### src/rtl/sr_alu_seq_pkg.sv
// sr_alu_seq_pkg: shared operation codes, FSM state encoding and op-class helper for sr_alu_seq.
// Latency: n/a (declarations only).
// Backpressure: n/a.
//
// Codes 0..4 keep the original single-cycle schoolRISCV values. Codes 10 and 11 are unused
// and execute as ADD. The iterative ops sit in 12..15 so that oper[3:2]==2'b11 marks them
// and oper[1] separates divide from multiply.
package sr_alu_seq_pkg;

  localparam logic [3:0] ALU_ADD   = 4'd0;
  localparam logic [3:0] ALU_OR    = 4'd1;
  localparam logic [3:0] ALU_SRL   = 4'd2;
  localparam logic [3:0] ALU_SLTU  = 4'd3;
  localparam logic [3:0] ALU_SUB   = 4'd4;
  localparam logic [3:0] ALU_AND   = 4'd5;
  localparam logic [3:0] ALU_XOR   = 4'd6;
  localparam logic [3:0] ALU_SLL   = 4'd7;
  localparam logic [3:0] ALU_SRA   = 4'd8;
  localparam logic [3:0] ALU_SLT   = 4'd9;
  localparam logic [3:0] ALU_MUL   = 4'd12;
  localparam logic [3:0] ALU_MULHU = 4'd13;
  localparam logic [3:0] ALU_DIVU  = 4'd14;
  localparam logic [3:0] ALU_REMU  = 4'd15;

  typedef enum logic [1:0] {
    IDLE = 2'd0,
    BUSY = 2'd1,
    DONE = 2'd2
  } state_t;

  // True for MUL, MULHU, DIVU and REMU, the ops handled by the iterative datapath.
  function automatic logic alu_is_iter(input logic [3:0] op);
    return (op[3:2] == 2'b11);
  endfunction

endpackage

### src/rtl/sr_muldiv_iter.sv
// sr_muldiv_iter: iterative unsigned shift-add multiplier / restoring divider, one bit per cycle.
// Latency: first iteration on the start edge, WIDTH iterations total; done pulses the cycle after the last.
// Backpressure: none; the caller only starts it when idle and must take res when done pulses.
//
// Ports: clk, rst (sync, active high); start, is_div, a, b sampled on the start edge;
// done is a one-cycle pulse; res = {hi, lo}: product for multiply, {remainder, quotient} for divide.
module sr_muldiv_iter #(
  parameter int WIDTH = 32
) (
  input  logic               clk,
  input  logic               rst,
  input  logic               start,
  input  logic               is_div,
  input  logic [WIDTH-1:0]   a,
  input  logic [WIDTH-1:0]   b,
  output logic               done,
  output logic [2*WIDTH-1:0] res
);

  localparam int SHW = $clog2(WIDTH);

  logic [WIDTH-1:0] hi_q, lo_q, opnd_q;
  logic             div_q, run_q, done_q;
  logic [SHW-1:0]   cnt_q;

  // The start cycle iterates directly on the incoming operands, so the first bit is processed
  // without a separate load cycle.
  logic [WIDTH-1:0] cur_hi, cur_lo, cur_opnd;
  logic             cur_div;
  logic [WIDTH:0]   mul_sum;
  logic [WIDTH:0]   div_sh;
  logic             div_ge;
  logic [WIDTH-1:0] div_diff;
  logic [WIDTH-1:0] nxt_hi, nxt_lo;

  always_comb begin
    cur_hi   = start ? '0 : hi_q;
    cur_lo   = start ? (is_div ? a : b) : lo_q;
    cur_opnd = start ? (is_div ? b : a) : opnd_q;
    cur_div  = start ? is_div : div_q;

    // Multiply: hi accumulates the multiplicand when the multiplier LSB is set, then the whole
    // {carry, hi, lo} shifts right; multiplier bits drain out of lo as product bits fill it.
    mul_sum = {1'b0, cur_hi} + {1'b0, (cur_lo[0] ? cur_opnd : '0)};

    // Divide: hi is the partial remainder, lo shifts the dividend out and quotient bits in.
    // A zero divisor always subtracts, which gives an all-ones quotient and remainder == dividend.
    div_sh   = {cur_hi, cur_lo[WIDTH-1]};
    div_ge   = (div_sh >= {1'b0, cur_opnd});
    div_diff = div_sh[WIDTH-1:0] - cur_opnd;

    if (cur_div) begin
      nxt_hi = div_ge ? div_diff : div_sh[WIDTH-1:0];
      nxt_lo = {cur_lo[WIDTH-2:0], div_ge};
    end else begin
      nxt_hi = mul_sum[WIDTH:1];
      nxt_lo = {mul_sum[0], cur_lo[WIDTH-1:1]};
    end
  end

  always_ff @(posedge clk) begin
    if (rst) begin
      hi_q   <= '0;
      lo_q   <= '0;
      opnd_q <= '0;
      div_q  <= 1'b0;
      run_q  <= 1'b0;
      done_q <= 1'b0;
      cnt_q  <= '0;
    end else begin
      done_q <= 1'b0;
      if (start) begin
        hi_q   <= nxt_hi;
        lo_q   <= nxt_lo;
        opnd_q <= cur_opnd;
        div_q  <= is_div;
        cnt_q  <= SHW'(1);
        run_q  <= 1'b1;
      end else if (run_q) begin
        hi_q  <= nxt_hi;
        lo_q  <= nxt_lo;
        cnt_q <= cnt_q + SHW'(1);
        if (cnt_q == SHW'(WIDTH - 1)) begin
          run_q  <= 1'b0;
          done_q <= 1'b1;
        end
      end
    end
  end

  assign done = done_q;
  assign res  = {hi_q, lo_q};

endmodule

### src/rtl/sr_alu_seq.sv
// sr_alu_seq: schoolRISCV execute ALU with single-cycle ops plus iterative MUL/MULHU/DIVU/REMU.
// Latency: 1 cycle for single-cycle ops, WIDTH+1 cycles for iterative ops (early-out may shorten).
// Backpressure: result held in DONE until out_ready; in_ready low in BUSY and DONE.
//
// Ports: clk, rst (sync, active high); in_valid/in_ready with srcA, srcB, oper;
// out_valid/out_ready with registered result and zero (result == 0).
// Build option: define SR_ALU_SEQ_EARLY_OUT_EN to finish trivial multiplies/divides in one cycle.
module sr_alu_seq
  import sr_alu_seq_pkg::*;
#(
  parameter int WIDTH = 32
) (
  input  logic             clk,
  input  logic             rst,
  input  logic             in_valid,
  output logic             in_ready,
  input  logic [WIDTH-1:0] srcA,
  input  logic [WIDTH-1:0] srcB,
  input  logic [3:0]       oper,
  output logic             out_valid,
  input  logic             out_ready,
  output logic [WIDTH-1:0] result,
  output logic             zero
);

  localparam int SHW = $clog2(WIDTH);

  state_t           state_q, state_d;
  logic [3:0]       op_q;
  logic [WIDTH-1:0] result_q;
  logic             zero_q;

  logic             accept;
  logic             is_iter;
  logic             md_start, md_done;
  logic [2*WIDTH-1:0] md_res;
  logic [WIDTH-1:0] alu_res, iter_res, res_d;
  logic             load_res;
  logic             early;
  logic [WIDTH-1:0] early_res;

  logic [SHW-1:0]          shamt;
  logic signed [WIDTH-1:0] src_a_s;

  assign accept   = in_valid && in_ready;
  assign is_iter  = alu_is_iter(oper);
  assign shamt    = srcB[SHW-1:0];
  assign src_a_s  = srcA;

  // Single-cycle ops on the live inputs; captured on the accept edge.
  always_comb begin
    alu_res = srcA + srcB;
    case (oper)
      ALU_SUB:  alu_res = srcA - srcB;
      ALU_AND:  alu_res = srcA & srcB;
      ALU_OR:   alu_res = srcA | srcB;
      ALU_XOR:  alu_res = srcA ^ srcB;
      ALU_SLL:  alu_res = srcA << shamt;
      ALU_SRL:  alu_res = srcA >> shamt;
      ALU_SRA:  alu_res = src_a_s >>> shamt;
      ALU_SLT:  alu_res = {{(WIDTH-1){1'b0}}, ($signed(srcA) < $signed(srcB))};
      ALU_SLTU: alu_res = {{(WIDTH-1){1'b0}}, (srcA < srcB)};
      default:  alu_res = srcA + srcB;
    endcase
  end

`ifdef SR_ALU_SEQ_EARLY_OUT_EN
  // Operand patterns whose answer is known without iterating.
  always_comb begin
    early     = 1'b0;
    early_res = '0;
    case (oper)
      ALU_MUL, ALU_MULHU: early = (srcA == '0) || (srcB == '0);
      ALU_DIVU: begin
        early     = (srcB == '0) || (srcA < srcB);
        early_res = (srcB == '0) ? '1 : '0;
      end
      ALU_REMU: begin
        early     = (srcB == '0) || (srcA < srcB);
        early_res = srcA;
      end
      default: early = 1'b0;
    endcase
  end
`else
  assign early     = 1'b0;
  assign early_res = '0;
`endif

  // High half is MULHU's product top and REMU's remainder.
  always_comb begin
    case (op_q)
      ALU_MULHU, ALU_REMU: iter_res = md_res[2*WIDTH-1:WIDTH];
      default:             iter_res = md_res[WIDTH-1:0];
    endcase
  end

  always_comb begin
    state_d  = state_q;
    md_start = 1'b0;
    load_res = 1'b0;
    res_d    = alu_res;
    case (state_q)
      IDLE: begin
        if (in_valid) begin
          if (is_iter && !early) begin
            md_start = 1'b1;
            state_d  = BUSY;
          end else begin
            load_res = 1'b1;
            res_d    = is_iter ? early_res : alu_res;
            state_d  = DONE;
          end
        end
      end
      BUSY: begin
        if (md_done) begin
          load_res = 1'b1;
          res_d    = iter_res;
          state_d  = DONE;
        end
      end
      DONE: begin
        if (out_ready) state_d = IDLE;
      end
      default: state_d = IDLE;
    endcase
  end

  always_ff @(posedge clk) begin
    if (rst) begin
      state_q  <= IDLE;
      op_q     <= ALU_ADD;
      result_q <= '0;
      zero_q   <= 1'b1;
    end else begin
      state_q <= state_d;
      if (accept) op_q <= oper;
      if (load_res) begin
        result_q <= res_d;
        zero_q   <= (res_d == '0);
      end
    end
  end

  // oper[1] separates DIVU/REMU from MUL/MULHU in the iterative code range.
  sr_muldiv_iter #(.WIDTH(WIDTH)) u_muldiv (
    .clk    (clk),
    .rst    (rst),
    .start  (md_start),
    .is_div (oper[1]),
    .a      (srcA),
    .b      (srcB),
    .done   (md_done),
    .res    (md_res)
  );

  assign in_ready  = (state_q == IDLE);
  assign out_valid = (state_q == DONE);
  assign result    = result_q;
  assign zero      = zero_q;

endmodule

### config.mk
export PLATFORM = sky130hd
export DESIGN_NAME = sr_alu_seq
export DESIGN_NICKNAME = d
export VERILOG_FILES = /design/src/rtl/sr_alu_seq_pkg.sv /design/src/rtl/sr_muldiv_iter.sv /design/src/rtl/sr_alu_seq.sv
export SDC_FILE = /design/constraint.sdc
export NUM_CORES = 1
export LEC_CHECK = 0
export ABC_CLOCK_PERIOD_IN_PS = 5900
export CAP_MARGIN = 20
export CORE_MARGIN = 4
export CORE_UTILIZATION = 45
export CTS_CLUSTER_DIAMETER = 120
export DETAILED_ROUTE_END_ITERATION = 8
export PLACE_DENSITY = 0.63
export SLEW_MARGIN = 20
export SYNTH_ARGS = -nofsm -noshare
export SYNTH_HDL_FRONTEND = slang
export SYNTH_SLANG_ARGS = --single-unit
### constraint.sdc
create_clock -name clk -period 5.9 [get_ports clk]
set_input_delay 1.18 -clock clk [delete_from_list [all_inputs] [get_ports clk]]
set_output_delay 1.18 -clock clk [all_outputs]
set_load 0.05 [all_outputs]
== Yosys cells after proc, flatten, opt, wreduce, memory -nomap -nowiden ==
Index checks and enable logic that the tools add are counted.
Widths: inputs -> output; s select.

* Register bits after elaboration: 143
* Bits of input ports: 72
* Logic and storage cells: 89

* $add $sub $neg: 5
* Magnitude comparators: 3
* Equal/unequal tests: 18
* Shift-type cells: 3
* Muxes and demuxes: 36
* Bitwise operators: 4
* Reductions and logical operators: 8

{| class="wikitable"
|+ Operators by type and width
! cell !! count
|-
| $mux 32 || 16
|-
| $pmux 32 s9 || 1
|-
| $lt 32x32->1 || 2
|-
| $sub 32x32->32 || 2
|-
| $add 32x32->33 || 1
|-
| $ge 33x32->1 || 1
|-
| $add 32x32->32 || 1
|-
| $and 32x32->32 || 1
|-
| $logic_not 32->1 || 1
|-
| $or 32x32->32 || 1
|-
| $shl 32x5->32 || 1
|-
| $shr 32x5->32 || 1
|-
| $sshr 32x5->32 || 1
|-
| $xor 32x32->32 || 1
|-
| $eq 4x3->1 const B || 4
|-
| $eq 4x4->1 const B || 4
|-
| $mux 1 || 13
|-
| $eq 4x2->1 const B || 2
|-
| $mux 2 || 4
|-
| $pmux 2 s3 || 1
|-
| $add 5x1->5 const B || 1
|-
| $eq 5x5->1 const B || 1
|-
| $eq 2x2->1 const B || 2
|-
| $eq 4x1->1 const B || 1
|-
| 11 further kinds || 13
|}

== Depth between registers and ports, before layout ==
Gate-level depths: netlist of the first run.

* Word-level depth: 10
* Mapped depth: 25
* Mapped depth without buffers: 21

== Cells and area by module ==
From an unflattened synthesis of the first run, not the netlist that was laid out.

* Cells, all modules: 2,898
* Area total of the unflattened synthesis: 20,520.9 um^2

{| class="wikitable"
|+ Modules (own cells, without submodules)
! module !! times used !! cells each !! area an instance (um^2) !! sequential area each (um^2)
|-
| sr_alu_seq || 1 || 1,643 || 11,442.2 || 760.7
|-
| sr_muldiv_iter || 1 || 1,255 || 9,078.7 || 2,082.0
|}

== Least setup slack after synthesis of the first run ==
Ideal clock, no wire load.

* Path type: input to register
* Start point: in srcB[3]
* End point: reg zero_q, in the netlist zero
* Arrival: 5.815 ns
* Slack: 0.001 ns
* Cell stages on the path: 19
* Path buffers: 5
* Path through: clkbuf_1 inv_1 clkbuf_1 clkbuf_1 clkbuf_1 ha_1 buf_2 and3_1 a2111o_1 a21oi_2 nand2_1 a221o_1 a221oi_1 o21ai_0 or4_1 nor4_1 nand4bb_1 or4b_1 o31ai_2

* Word-level cells in the longest chain between the ends: 5
* Elaborated cells between the ends (all ways): 14
* Those cells by class: add/sub (2); order compare (2); shift (3); mux (3); bitwise (3); reduce/logical (1)

{| class="wikitable"
|+ Ends and longest elaborated chain
! what !! line !! text
|-
| from (decl) || sr_alu_seq.sv:18 || <nowiki>input logic [WIDTH-1:0] srcB,</nowiki>
|-
| $add 32x32->32 (tied with other cells) || sr_alu_seq.sv:63 || <nowiki>default: alu_res = srcA + srcB;</nowiki>
|-
| $pmux 32 s9 * || sr_alu_seq.sv:53 || <nowiki>case (oper)</nowiki>
|-
| $mux 32 || sr_alu_seq.sv:117 || <nowiki>if (md_done) begin</nowiki>
|-
| $mux 32 * || - ||
|-
| $logic_not 32->1 * || sr_alu_seq.sv:141 || <nowiki>zero_q <= (res_d == '0);</nowiki>
|-
| to (signal assigned) || sr_alu_seq.sv:141 ||
|-
| to (decl) || sr_alu_seq.sv:31 || <nowiki>logic zero_q;</nowiki>
|}

Mark *: on every way between the ends. The rest lies on a longest branch, timed or not.
A chain may end at the register's enable or synchronous reset.

== Worst setup path after layout of the first run ==
* Start point: in srcB[12]
* End point: reg zero_q, in the netlist zero

* Word-level cells in the longest chain between the ends: 5
* Elaborated cells between the ends (all ways): 11
* Those cells by class: add/sub (2); order compare (2); mux (3); bitwise (3); reduce/logical (1)

{| class="wikitable"
|+ Ends and longest elaborated chain
! what !! line
|-
| $add 32x32->32 (tied with other cells) || sr_alu_seq.sv:63
|-
| $pmux 32 s9 * || sr_alu_seq.sv:53
|-
| $mux 32 || sr_alu_seq.sv:117
|-
| $mux 32 * || -
|-
| $logic_not 32->1 * || sr_alu_seq.sv:141
|}

Marks and branches as above.

==> flow_summary.rst, run 1 <==
.. list-table::
   :header-rows: 1

   * - Metric
     - Value
   * - Share of power burned in combinational logic
     - 54.4%
   * - Yosys warnings
     - 0
   * - Power share of the clock group
     - 22.7%
   * - Synthesis-stage register bit count
     - roughly 140
   * - Critical hold path startpoint
     - result[8]
   * - Data arrival, critical path
     - approximately 6 ns
   * - CP most frequent cell
     - sky130_fd_sc_hd__buf_4
   * - Antenna violations before repair
     - 4
   * - Timing-limited maximum frequency
     - approximately 0.17 GHz
   * - Gate count of the mapped netlist
     - about 2,900
   * - Clock edge transition at the registers on the reported setup and hold paths
     - around 0.060 ns
   * - Power consumption
     - between 4000 and 5000 uW
   * - Core region area
     - ~43,000 sq um
   * - Final Worst Setup Slack
     - 0.134 ns
   * - Initial core utilization
     - a little under half
   * - Final ANT Viol Nets
     - 0
   * - Count of flip-flops with a built-in enable after synthesis
     - 0
   * - Routed wire length per instance
     - ~27 um
   * - Final setup vio count
     - 0
   * - Reg area
     - 2840 sq um
   * - Leading area contributor after synthesis
     - sky130_fd_sc_hd__dfxtp_1
   * - Yosys cell types
     - 95
   * - Final Max Slew Viols
     - 0
   * - Number of buffers created by CTS
     - 17
   * - Worst Hold Endpoint
     - result[8]
   * - Post-detail-place hpwl
     - ~82 mm
   * - Switching power summed over all nets
     - 2090 uW
   * - Cell types occupying the most area after synthesis
     - sky130_fd_sc_hd__dfxtp_1, sky130_fd_sc_hd__ha_1, sky130_fd_sc_hd__nor2_1
   * - Ports
     - between 100 and 150
   * - Total GRT Usage
     - a little over two fifths
   * - # Max-Cap Violations
     - 0
   * - Residual DRC
     - 0
   * - Maximum buffer depth of the clock tree
     - 2
   * - Internal power
     - 2630 uW
   * - CTS Root Buffer Type
     - sky130_fd_sc_hd__clkbuf_16
   * - Launch instance of the worst register-to-register path
     - state_q[1]
   * - Crit path kind
     - input port to flip-flop
   * - Number of placement rows
     - between 70 and 80
   * - CTS tree
     - yes
   * - Fraction of layout instances using a drive strength above 1
     - approximately 17%
   * - Number of global-route vias before repair
     - 24,030
   * - Kind of path behind the tightest hold check
     - flip-flop to flip-flop
   * - Non-Filler Cell Area, Final
     - around 25,000 sq um
   * - Peak VDD IR
     - ~0.00023 V
   * - Fillers
     - a little over 4,000
   * - Skew final
     - 0.0164 ns
   * - Mean instance size in the synthesized netlist
     - 6.92 sq um
   * - Die boundary width
     - roughly 220 um
   * - Post-route clock period utilization
     - 97.7%
   * - Overall die height
     - 217 um
   * - Share of synthesized flip-flops with an asynchronous set or reset
     - 0%
   * - TNS Setup
     - 0 ns
   * - R2R cell count
     - 23
   * - Mapped Nets
     - 3,091
   * - Required time worst endpoint
     - approximately 6.3 ns
   * - Clock latency on the worst-skew pair
     - 0.46 ns
   * - Area of combinational cells with multiple inputs
     - roughly 16,000 sq um
   * - Area added between synthesis and finish
     - 24.4%
   * - Share of the synthesized area in the top cell type
     - between 10% and 20%
   * - Tightest slew margin relative to the limit
     - 28.7%
   * - Dpl cell area
     - 23,900 sq um
   * - Routability-driven placement congestion ratio
     - 1.08
   * - Hold path depth
     - 2
   * - Leftover overflow at the end of global routing
     - 0
   * - Violation count after the first detailed-route iteration
     - between 3,000 and 4,000
   * - Via/cell ratio
     - around 6.7
   * - Max H-tree Level
     - 4
   * - Antenna diode count
     - 0
   * - Minimum clock period
     - around 5.8 ns
   * - Sequential-to-total area share from yosys stat
     - between 10 and 15%
   * - Number of buffers inserted by port buffering
     - around 110
   * - Fraction of power spent switching nets
     - 44.2%
   * - Sinks on the clock net
     - between 100 and 150
   * - Final net count
     - about 3,400
   * - Reg2reg end
     - u_muldiv.hi_q[13]
   * - Wire length of the first global-routing pass
     - 151 mm
   * - Top_reg_cell synth
     - sky130_fd_sc_hd__dfxtp_1
   * - Worst Setup End Kind
     - flip-flop
   * - First-pass detailed-route iteration total
     - 8
   * - Final-report hold violation count
     - 0
   * - Slowest library cell on the worst path
     - sky130_fd_sc_hd__clkdlybuf4s50_1
   * - Floorplan die area
     - roughly 47,000 sq um
   * - Leakage power figure
     - 0.0105 uW
   * - Post-place setup slack
     - -0.267 ns
   * - Netlist area before placement
     - slightly below 20,000 sq um
   * - Worst Tran Pin Value
     - ~1.1 ns
   * - Power per Cell Area
     - about 190 nW/um^2
   * - Setup slack of the most critical reg-to-reg path
     - 0.75 ns
   * - Total vias in the final route
     - approximately 25,000
   * - Reg power frac
     - a little under a quarter
   * - Critical path's largest stage delay
     - 0.62 ns
   * - Pin count of the biggest net entering global routing
     - 94
   * - Type of element launching the critical path
     - input port
   * - Total Wirelength
     - ~100 mm
   * - Critical path, cell by cell
     - clkdlybuf4s50_1 -> inv_1 -> ha_1 -> buf_4 -> inv_1 -> a21oi_1 -> nand2_1 -> or3_1 -> a31oi_1 -> o221ai_1 -> a2111oi_0 -> buf_4 -> a31oi_1 -> nor4_1 -> buf_4 -> nand4bb_1 -> or4b_1 -> o31ai_2
   * - Result of the run
     - finished clean
   * - Maximum fanout encountered on the critical timing path
     - 5
## critical path: cells and delay by family
kind | cells | cell delay [ns]
compound gates | 6 | 1.57
simple gates | 5 | 1.55
buf+inv | 6 | 1.40
fa+ha+maj | 1 | 0.42
## metrics by stage
| stage | hold slack, ns | util [%] | instances |
|---|---|---|---|
| 3_3_place_gp | 0.441 | 55.3 | 3727 |
| 4_1_cts | 0.454 | 56.7 | 3760 |
| 6_report | 0.453 | 56.8 | 3761 |
| 5_1_grt | 0.476 | 56.8 | 3761 |
| 2_1_floorplan | 0.434 | - | 2852 |
| 3_5_place_dp | 0.446 | 55.3 | 3728 |
## cell usage in the layout, fill, tap and decap left out, types with 10 or more instances in the layout
master                            Yosys  routed
sky130_fd_sc_hd__buf_4                0     384
sky130_fd_sc_hd__nor2_1             350     349
sky130_fd_sc_hd__nand2_1            330     330
sky130_fd_sc_hd__a21oi_1            221     218
sky130_fd_sc_hd__o21ai_0            191     190
sky130_fd_sc_hd__ha_1               163     163
sky130_fd_sc_hd__dfxtp_1            142     142
sky130_fd_sc_hd__nor3_1             122     121
sky130_fd_sc_hd__inv_1              120     120
sky130_fd_sc_hd__o211ai_1           102     102
sky130_fd_sc_hd__clkdlybuf4s50_1      0     101
sky130_fd_sc_hd__mux2i_1             63      62
sky130_fd_sc_hd__nand3_1             57      57
sky130_fd_sc_hd__a21o_1              47      47
sky130_fd_sc_hd__xnor2_1             43      43
sky130_fd_sc_hd__a211oi_1            41      40
sky130_fd_sc_hd__and2_1              37      37
sky130_fd_sc_hd__nand2b_1            37      36
sky130_fd_sc_hd__mux4_2              36      36
sky130_fd_sc_hd__a221oi_1            28      28
sky130_fd_sc_hd__a31oi_1             28      28
sky130_fd_sc_hd__a22oi_1             28      28
sky130_fd_sc_hd__o22ai_1             25      25
sky130_fd_sc_hd__xor2_1              25      25
sky130_fd_sc_hd__nor2b_1             23      23
sky130_fd_sc_hd__nand4_1             23      23
sky130_fd_sc_hd__nor4_1              21      20
sky130_fd_sc_hd__and3_1              20      19
sky130_fd_sc_hd__clkbuf_16            0      17
sky130_fd_sc_hd__a211o_1             16      16
sky130_fd_sc_hd__buf_12               0      16
sky130_fd_sc_hd__o21a_1              16      15
sky130_fd_sc_hd__o21bai_1            14      14
sky130_fd_sc_hd__a2111oi_0           15      14
sky130_fd_sc_hd__o31ai_1             13      13
sky130_fd_sc_hd__o221ai_1            13      13
sky130_fd_sc_hd__or2_2               12      12
sky130_fd_sc_hd__o21ai_1             14      12
sky130_fd_sc_hd__o32ai_1             12      12
sky130_fd_sc_hd__o2111ai_1           10      10
## cell usage after synthesis (8+ instances only)
cell and instances:
sky130_fd_sc_hd__nor2_1 350, sky130_fd_sc_hd__nand2_1 330, sky130_fd_sc_hd__a21oi_1 221, sky130_fd_sc_hd__o21ai_0 191, sky130_fd_sc_hd__ha_1 163, sky130_fd_sc_hd__clkbuf_1 161, sky130_fd_sc_hd__dfxtp_1 142, sky130_fd_sc_hd__nor3_1 122
sky130_fd_sc_hd__inv_1 120, sky130_fd_sc_hd__o211ai_1 102, sky130_fd_sc_hd__mux2i_1 63, sky130_fd_sc_hd__nand3_1 57, sky130_fd_sc_hd__a21o_1 47, sky130_fd_sc_hd__xnor2_1 43, sky130_fd_sc_hd__a211oi_1 41, sky130_fd_sc_hd__and2_1 37
sky130_fd_sc_hd__nand2b_1 37, sky130_fd_sc_hd__mux4_2 36, sky130_fd_sc_hd__a221oi_1 28, sky130_fd_sc_hd__a22oi_1 28, sky130_fd_sc_hd__a31oi_1 28, sky130_fd_sc_hd__buf_1 25, sky130_fd_sc_hd__o22ai_1 25, sky130_fd_sc_hd__xor2_1 25
sky130_fd_sc_hd__nand4_1 23, sky130_fd_sc_hd__nor2b_1 23, sky130_fd_sc_hd__buf_2 21, sky130_fd_sc_hd__nor4_1 21, sky130_fd_sc_hd__and3_1 20, sky130_fd_sc_hd__a211o_1 16, sky130_fd_sc_hd__o21a_1 16, sky130_fd_sc_hd__a2111oi_0 15
sky130_fd_sc_hd__o21ai_1 14, sky130_fd_sc_hd__o21bai_1 14, sky130_fd_sc_hd__o221ai_1 13, sky130_fd_sc_hd__o31ai_1 13, sky130_fd_sc_hd__o32ai_1 12, sky130_fd_sc_hd__or2_2 12, sky130_fd_sc_hd__o2111ai_1 10, sky130_fd_sc_hd__a221o_1 9
sky130_fd_sc_hd__or3_1 9, sky130_fd_sc_hd__mux2_1 8, sky130_fd_sc_hd__or4_1 8
## metal layers
layer  track usage (%)  share of wire (%)  wire length, um
met2              64.4                 43            44000
met3              8.62                 11            11300
met4              22.3                6.6             6780
met5                 0                  0                0
met1              54.5                 39            40100
## worst max-delay path by stage
stage | startpoint | to | slack [ns] | depth (start not counted)
3_5_place_dp | in_valid | u_muldiv.hi_q[30] | -0.27 | 22
6_report | srcB[12] | zero | 0.13 | 18
5_1_grt | srcA[9] | zero | -0.02 | 17
4_1_cts | in_valid | u_muldiv.hi_q[30] | 0.18 | 22
2_1_floorplan | srcB[3] | zero | 0.0006 | 19
3_3_place_gp | srcB[2] | zero | -0.17 | 16
## kinds of logic after synthesis
family | Yosys count | share of synthesized area [%]
and+or+nand+nor | 1089 | 25.3
AOI/OAI and AO/OA | 936 | 31.6
buffers and inverters | 335 | 6.69
adders and majority gates | 167 | 10.7
DFF | 142 | 14.4
muxes | 115 | 8.23
xor gates and xnor gates | 68 | 3.02
## state kept, by name, indices dropped and copies added (netlist names)
signal           cells
op_q                 3
result              32
state_q              2
u_muldiv.cnt_q       5
u_muldiv.div_q       1
u_muldiv.done        1
u_muldiv.hi_q       32
u_muldiv.lo_q       32
u_muldiv.opnd_q     32
u_muldiv.run_q       1
zero                 1
## power by group through the flow
stage	combinational, uW	clock (uW)	sequential [uW]
floorplan	1370	0	1150
global placement	2430	0	1100
detailed placement	2450	0	1100
CTS	2470	1090	1080
global route	2710	1130	1090
finish	2570	1070	1080
## layout make-up
cell class | instances | share of cell area [%]
tap | 585 | 2.98
clock buffer | 18 | 1.75
sequential | 142 | 11.6
inverter | 123 | 1.88
multi-input combinational | 2375 | 64.0
clock inverter | 14 | 0.621
timing repair buffer | 504 | 17.2
## repair_timing
item,in CTS,in global routing
resized for setup,0,8
hold buffers,0,0
endpoints found under the hold margin,0,0
endpoints found under the setup margin,0,23
buffers inserted,0,1
Power figures use the tool's default switching activity.
==> run 2, diff against run 1 <==
--- a/config.mk
+++ b/config.mk
@@ -5,13 +5,12 @@
 export SDC_FILE = /design/constraint.sdc
 export NUM_CORES = 1
 export LEC_CHECK = 0
-export ABC_CLOCK_PERIOD_IN_PS = 5900
 export CAP_MARGIN = 20
 export CORE_MARGIN = 4
-export CORE_UTILIZATION = 45
+export CORE_UTILIZATION = 25
 export CTS_CLUSTER_DIAMETER = 120
 export DETAILED_ROUTE_END_ITERATION = 8
-export PLACE_DENSITY = 0.63
+export PLACE_DENSITY = 0.39
 export SLEW_MARGIN = 20
 export SYNTH_ARGS = -nofsm -noshare
 export SYNTH_HDL_FRONTEND = slang
==> run 2 against run 1 <==
  * Wire length grew 15%
  * Clock power grew 11%
  * Register-to-register slack gained 0.21 ns
  * Combinational power grew 11%
  * Worst hold slack is essentially flat
  * Via count shrank 1.2%
  * Die area grew 77%
  * Flip-flop and latch count is the same
  * Sequential power is essentially flat
  * Sequential share of layout area shrank 1.0 points
  * Largest cell class unchanged
  * Highest routed layer is now met5
==> flow_summary.rst, run 2 (synthesis results as in run 1) <==
.. list-table::
   :header-rows: 1

   * - Metric
     - Value
   * - Result of the run
     - finished clean
   * - Crit path buf inv count
     - 3
   * - Routing usage on met3
     - approximately 1.6%
   * - Top delay family on crit path
     - compound AO/OA/AOI/OAI gates
   * - Initial core utilization
     - roughly 25%
   * - Post-CTS Setup Bufs
     - 0
   * - Critical path's largest stage delay
     - about 0.57 ns
   * - Sinks on the clock net
     - between 100 and 150
   * - Reg2reg end
     - u_muldiv.hi_q[30]
   * - Residual DRC
     - 0
   * - Violation count after the first detailed-route iteration
     - between 2,000 and 2,500
   * - Kind of path behind the tightest hold check
     - flip-flop to flip-flop
   * - Total vias in the final route
     - 24,763
   * - Antenna violations before repair
     - 1
   * - Post-route clock period utilization
     - ~96%
   * - Critical path, cell by cell
     - clkdlybuf4s50_1 -> buf_4 -> inv_1 -> ha_1 -> o21ai_0 -> a21o_1 -> o21ai_1 -> a2bb2oi_1 -> a31oi_1 -> o211ai_1 -> a41oi_1 -> a2111oi_2 -> a211oi_1 -> or4b_1 -> or4b_1 -> o31ai_2
   * - Final Max Slew Viols
     - 0
   * - # Max-Cap Violations
     - 0
   * - CP most frequent cell
     - sky130_fd_sc_hd__or4b_1
   * - Max H-tree Level
     - 4
   * - Critical hold path startpoint
     - result[20]
   * - Setup slack of the most critical reg-to-reg path
     - approximately 0.96 ns
   * - Antenna diode count
     - 0
   * - Via/cell ratio
     - roughly 5.6
   * - Utilization after layout
     - 34.5%
   * - Tightest slew margin relative to the limit
     - ~27%
   * - Slowest library cell on the worst path
     - sky130_fd_sc_hd__clkdlybuf4s50_1
   * - Floorplan die area
     - between 80,000 and 90,000 sq um
   * - Worst Tran Pin Value
     - approximately 1.1 ns
   * - Die boundary width
     - ~290 um
   * - Capturing element of the worst setup path
     - zero
   * - Dpl cell area
     - roughly 26,000 sq um
   * - Routed wire length per instance
     - 26.6 um
   * - Number of buffers created by CTS
     - 17
   * - Clock edge transition at the registers on the reported setup and hold paths
     - around 0.07 ns
   * - Area added between synthesis and finish
     - 36.2%
   * - Overall die height
     - 289 um
   * - Post-detail-place hpwl
     - a little under 100 mm
   * - Final net count
     - 3,620
   * - Launch instance of the worst register-to-register path
     - state_q[0]
   * - Number of buffers inserted by port buffering
     - approximately 110
   * - Number of placement rows
     - between 100 and 150
   * - Worst Setup End Kind
     - flip-flop
   * - Commonest non-fill, non-tap cells in the layout
     - sky130_fd_sc_hd__buf_4, sky130_fd_sc_hd__nor2_1, sky130_fd_sc_hd__nand2_1
   * - Met2 routing resource usage after global routing
     - between 40% and 50%
   * - Number of global-route vias before repair
     - about 24,000
   * - Leftover overflow at the end of global routing
     - 0
   * - Met1 demand-to-capacity share in global routing
     - a little under two fifths
   * - Final setup vio count
     - 0
   * - Final-report hold violation count
     - 0
   * - Leakage power figure
     - about 0.012 uW
   * - Power per Cell Area
     - 190 nW/um^2
   * - Power consumption
     - around 5100 uW
   * - Total Wirelength
     - ~120 mm
   * - Critical path depth
     - 16
   * - R2R cell count
     - 22
   * - Clock latency on the worst-skew pair
     - between 0.4 and 0.5 ns
   * - Data arrival, critical path
     - 6.03 ns
   * - CTS tree
     - yes
   * - Maximum fanout encountered on the critical timing path
     - 5
   * - Final Worst Setup Slack
     - 0.240 ns
   * - First-pass detailed-route iteration total
     - 7
   * - Final ANT Viol Nets
     - 0
   * - Timing-limited maximum frequency
     - about 0.18 GHz
   * - Total GRT Usage
     - a little over a quarter
   * - Pin count of the biggest net entering global routing
     - between 80 and 90
   * - Wire length of the first global-routing pass
     - 170 mm
   * - Required time worst endpoint
     - around 6.3 ns
   * - Leading cell type in the layout, fill and taps excluded
     - sky130_fd_sc_hd__buf_4
   * - Type of element launching the critical path
     - input port
   * - Crit path kind
     - input port to flip-flop
   * - Ports
     - around 110
   * - Core region area
     - 77,800 sq um
   * - Peak VDD IR
     - ~0.00020 V
   * - Fraction of layout instances using a drive strength above 1
     - approximately 22%
   * - Worst setup path start
     - srcA[14]
   * - Routability-driven placement congestion ratio
     - about 0.96
   * - GRT Max-Usage Layer
     - met2
   * - CTS Root Buffer Type
     - sky130_fd_sc_hd__clkbuf_16
   * - Post-place setup slack
     - -0.444 ns
   * - Minimum clock period
     - ~5.7 ns
   * - Skew final
     - 0.0143 ns
   * - Maximum buffer depth of the clock tree
     - 2
   * - Non-Filler Cell Area, Final
     - 26,900 sq um
-- run 2: cell types whose count changed in the layout (fill, tap and decap cells not counted), moves of 2 or more --
cell,before,now
sky130_fd_sc_hd__buf_4,384,597
sky130_fd_sc_hd__a2111oi_1,1,3
sky130_fd_sc_hd__buf_12,16,22
sky130_fd_sc_hd__bufinv_16,1,3
sky130_fd_sc_hd__a2111oi_0,14,10
sky130_fd_sc_hd__a2111oi_2,4,6
-- run 2: routing by layer --
metal	up-vias	wire length, um	share of wire (%)
met5	-	13	0.011
met4	2	4270	3.6
met3	152	4600	3.9
met2	820	54400	46
met1	12214	54400	46
li1	11575	-	-
-- run 2: what timing repair did --
item,4_1_cts,5_1_grt
endpoints found under the setup margin,0,10
resized for setup,0,12
hold buffers,0,0
-- run 2: worst register-to-register path: stages (launching register included) --
cell and delay (ns):
sky130_fd_sc_hd__dfxtp_1 0.35, sky130_fd_sc_hd__nor2_1 0.14, sky130_fd_sc_hd__and2_2 0.27, sky130_fd_sc_hd__and3_4 0.30, sky130_fd_sc_hd__buf_4 0.19, sky130_fd_sc_hd__o211ai_1 0.18, sky130_fd_sc_hd__o21ai_2 0.18, sky130_fd_sc_hd__buf_4 0.21
sky130_fd_sc_hd__nor2_1 0.05, sky130_fd_sc_hd__ha_1 0.40, sky130_fd_sc_hd__and4_1 0.27, sky130_fd_sc_hd__and4_1 0.21, sky130_fd_sc_hd__nand4_1 0.15, sky130_fd_sc_hd__a21oi_1 0.37, sky130_fd_sc_hd__o31ai_2 0.19, sky130_fd_sc_hd__o31ai_1 0.28
sky130_fd_sc_hd__buf_4 0.18, sky130_fd_sc_hd__a21oi_1 0.07, sky130_fd_sc_hd__a21oi_1 0.21, sky130_fd_sc_hd__o22ai_1 0.13, sky130_fd_sc_hd__xnor2_1 0.14, sky130_fd_sc_hd__a221oi_1 0.26, sky130_fd_sc_hd__nor3_1 0.07
-- run 2: worst min path at each step --
| stage | endpoint | slack (ns) | depth (start not counted) |
|---|---|---|---|
| after floorplan | u_muldiv.hi_q[31] | 0.43 | 2 |
| after global placement | result[6] | 0.44 | 2 |
| after detailed placement | result[7] | 0.44 | 2 |
| after CTS | result[7] | 0.46 | 2 |
| after global routing | result[19] | 0.48 | 2 |
| final | result[20] | 0.45 | 2 |
-- run 2: layout make-up --
class | instances | area, sq um
flip-flops and latches | 142 | 2840
clock inverters | 15 | 204
fillers | 8484 | 51000
well taps | 1040 | 1300
clock buffers | 17 | 425
inverters | 123 | 462
multi-input cells | 2375 | 15700
repair buffers | 722 | 5940
-- run 2: power breakdown --
group	total, uW	switching (uW)	internal, uW
Sequential	1080	54.4	1030
Clock	1190	507	682
Combinational	2840	1650	1190
-- run 2: metrics by stage --
stage / TNS [ns] / cells / hold slack [ns]
2_1_floorplan: 0 / 2852 / 0.434
5_1_grt: -0.0948 / 4434 / 0.480
6_report: 0 / 4434 / 0.452
3_5_place_dp: -2.50 / 4402 / 0.445
3_3_place_gp: -1.27 / 4402 / 0.445
4_1_cts: 0 / 4434 / 0.455
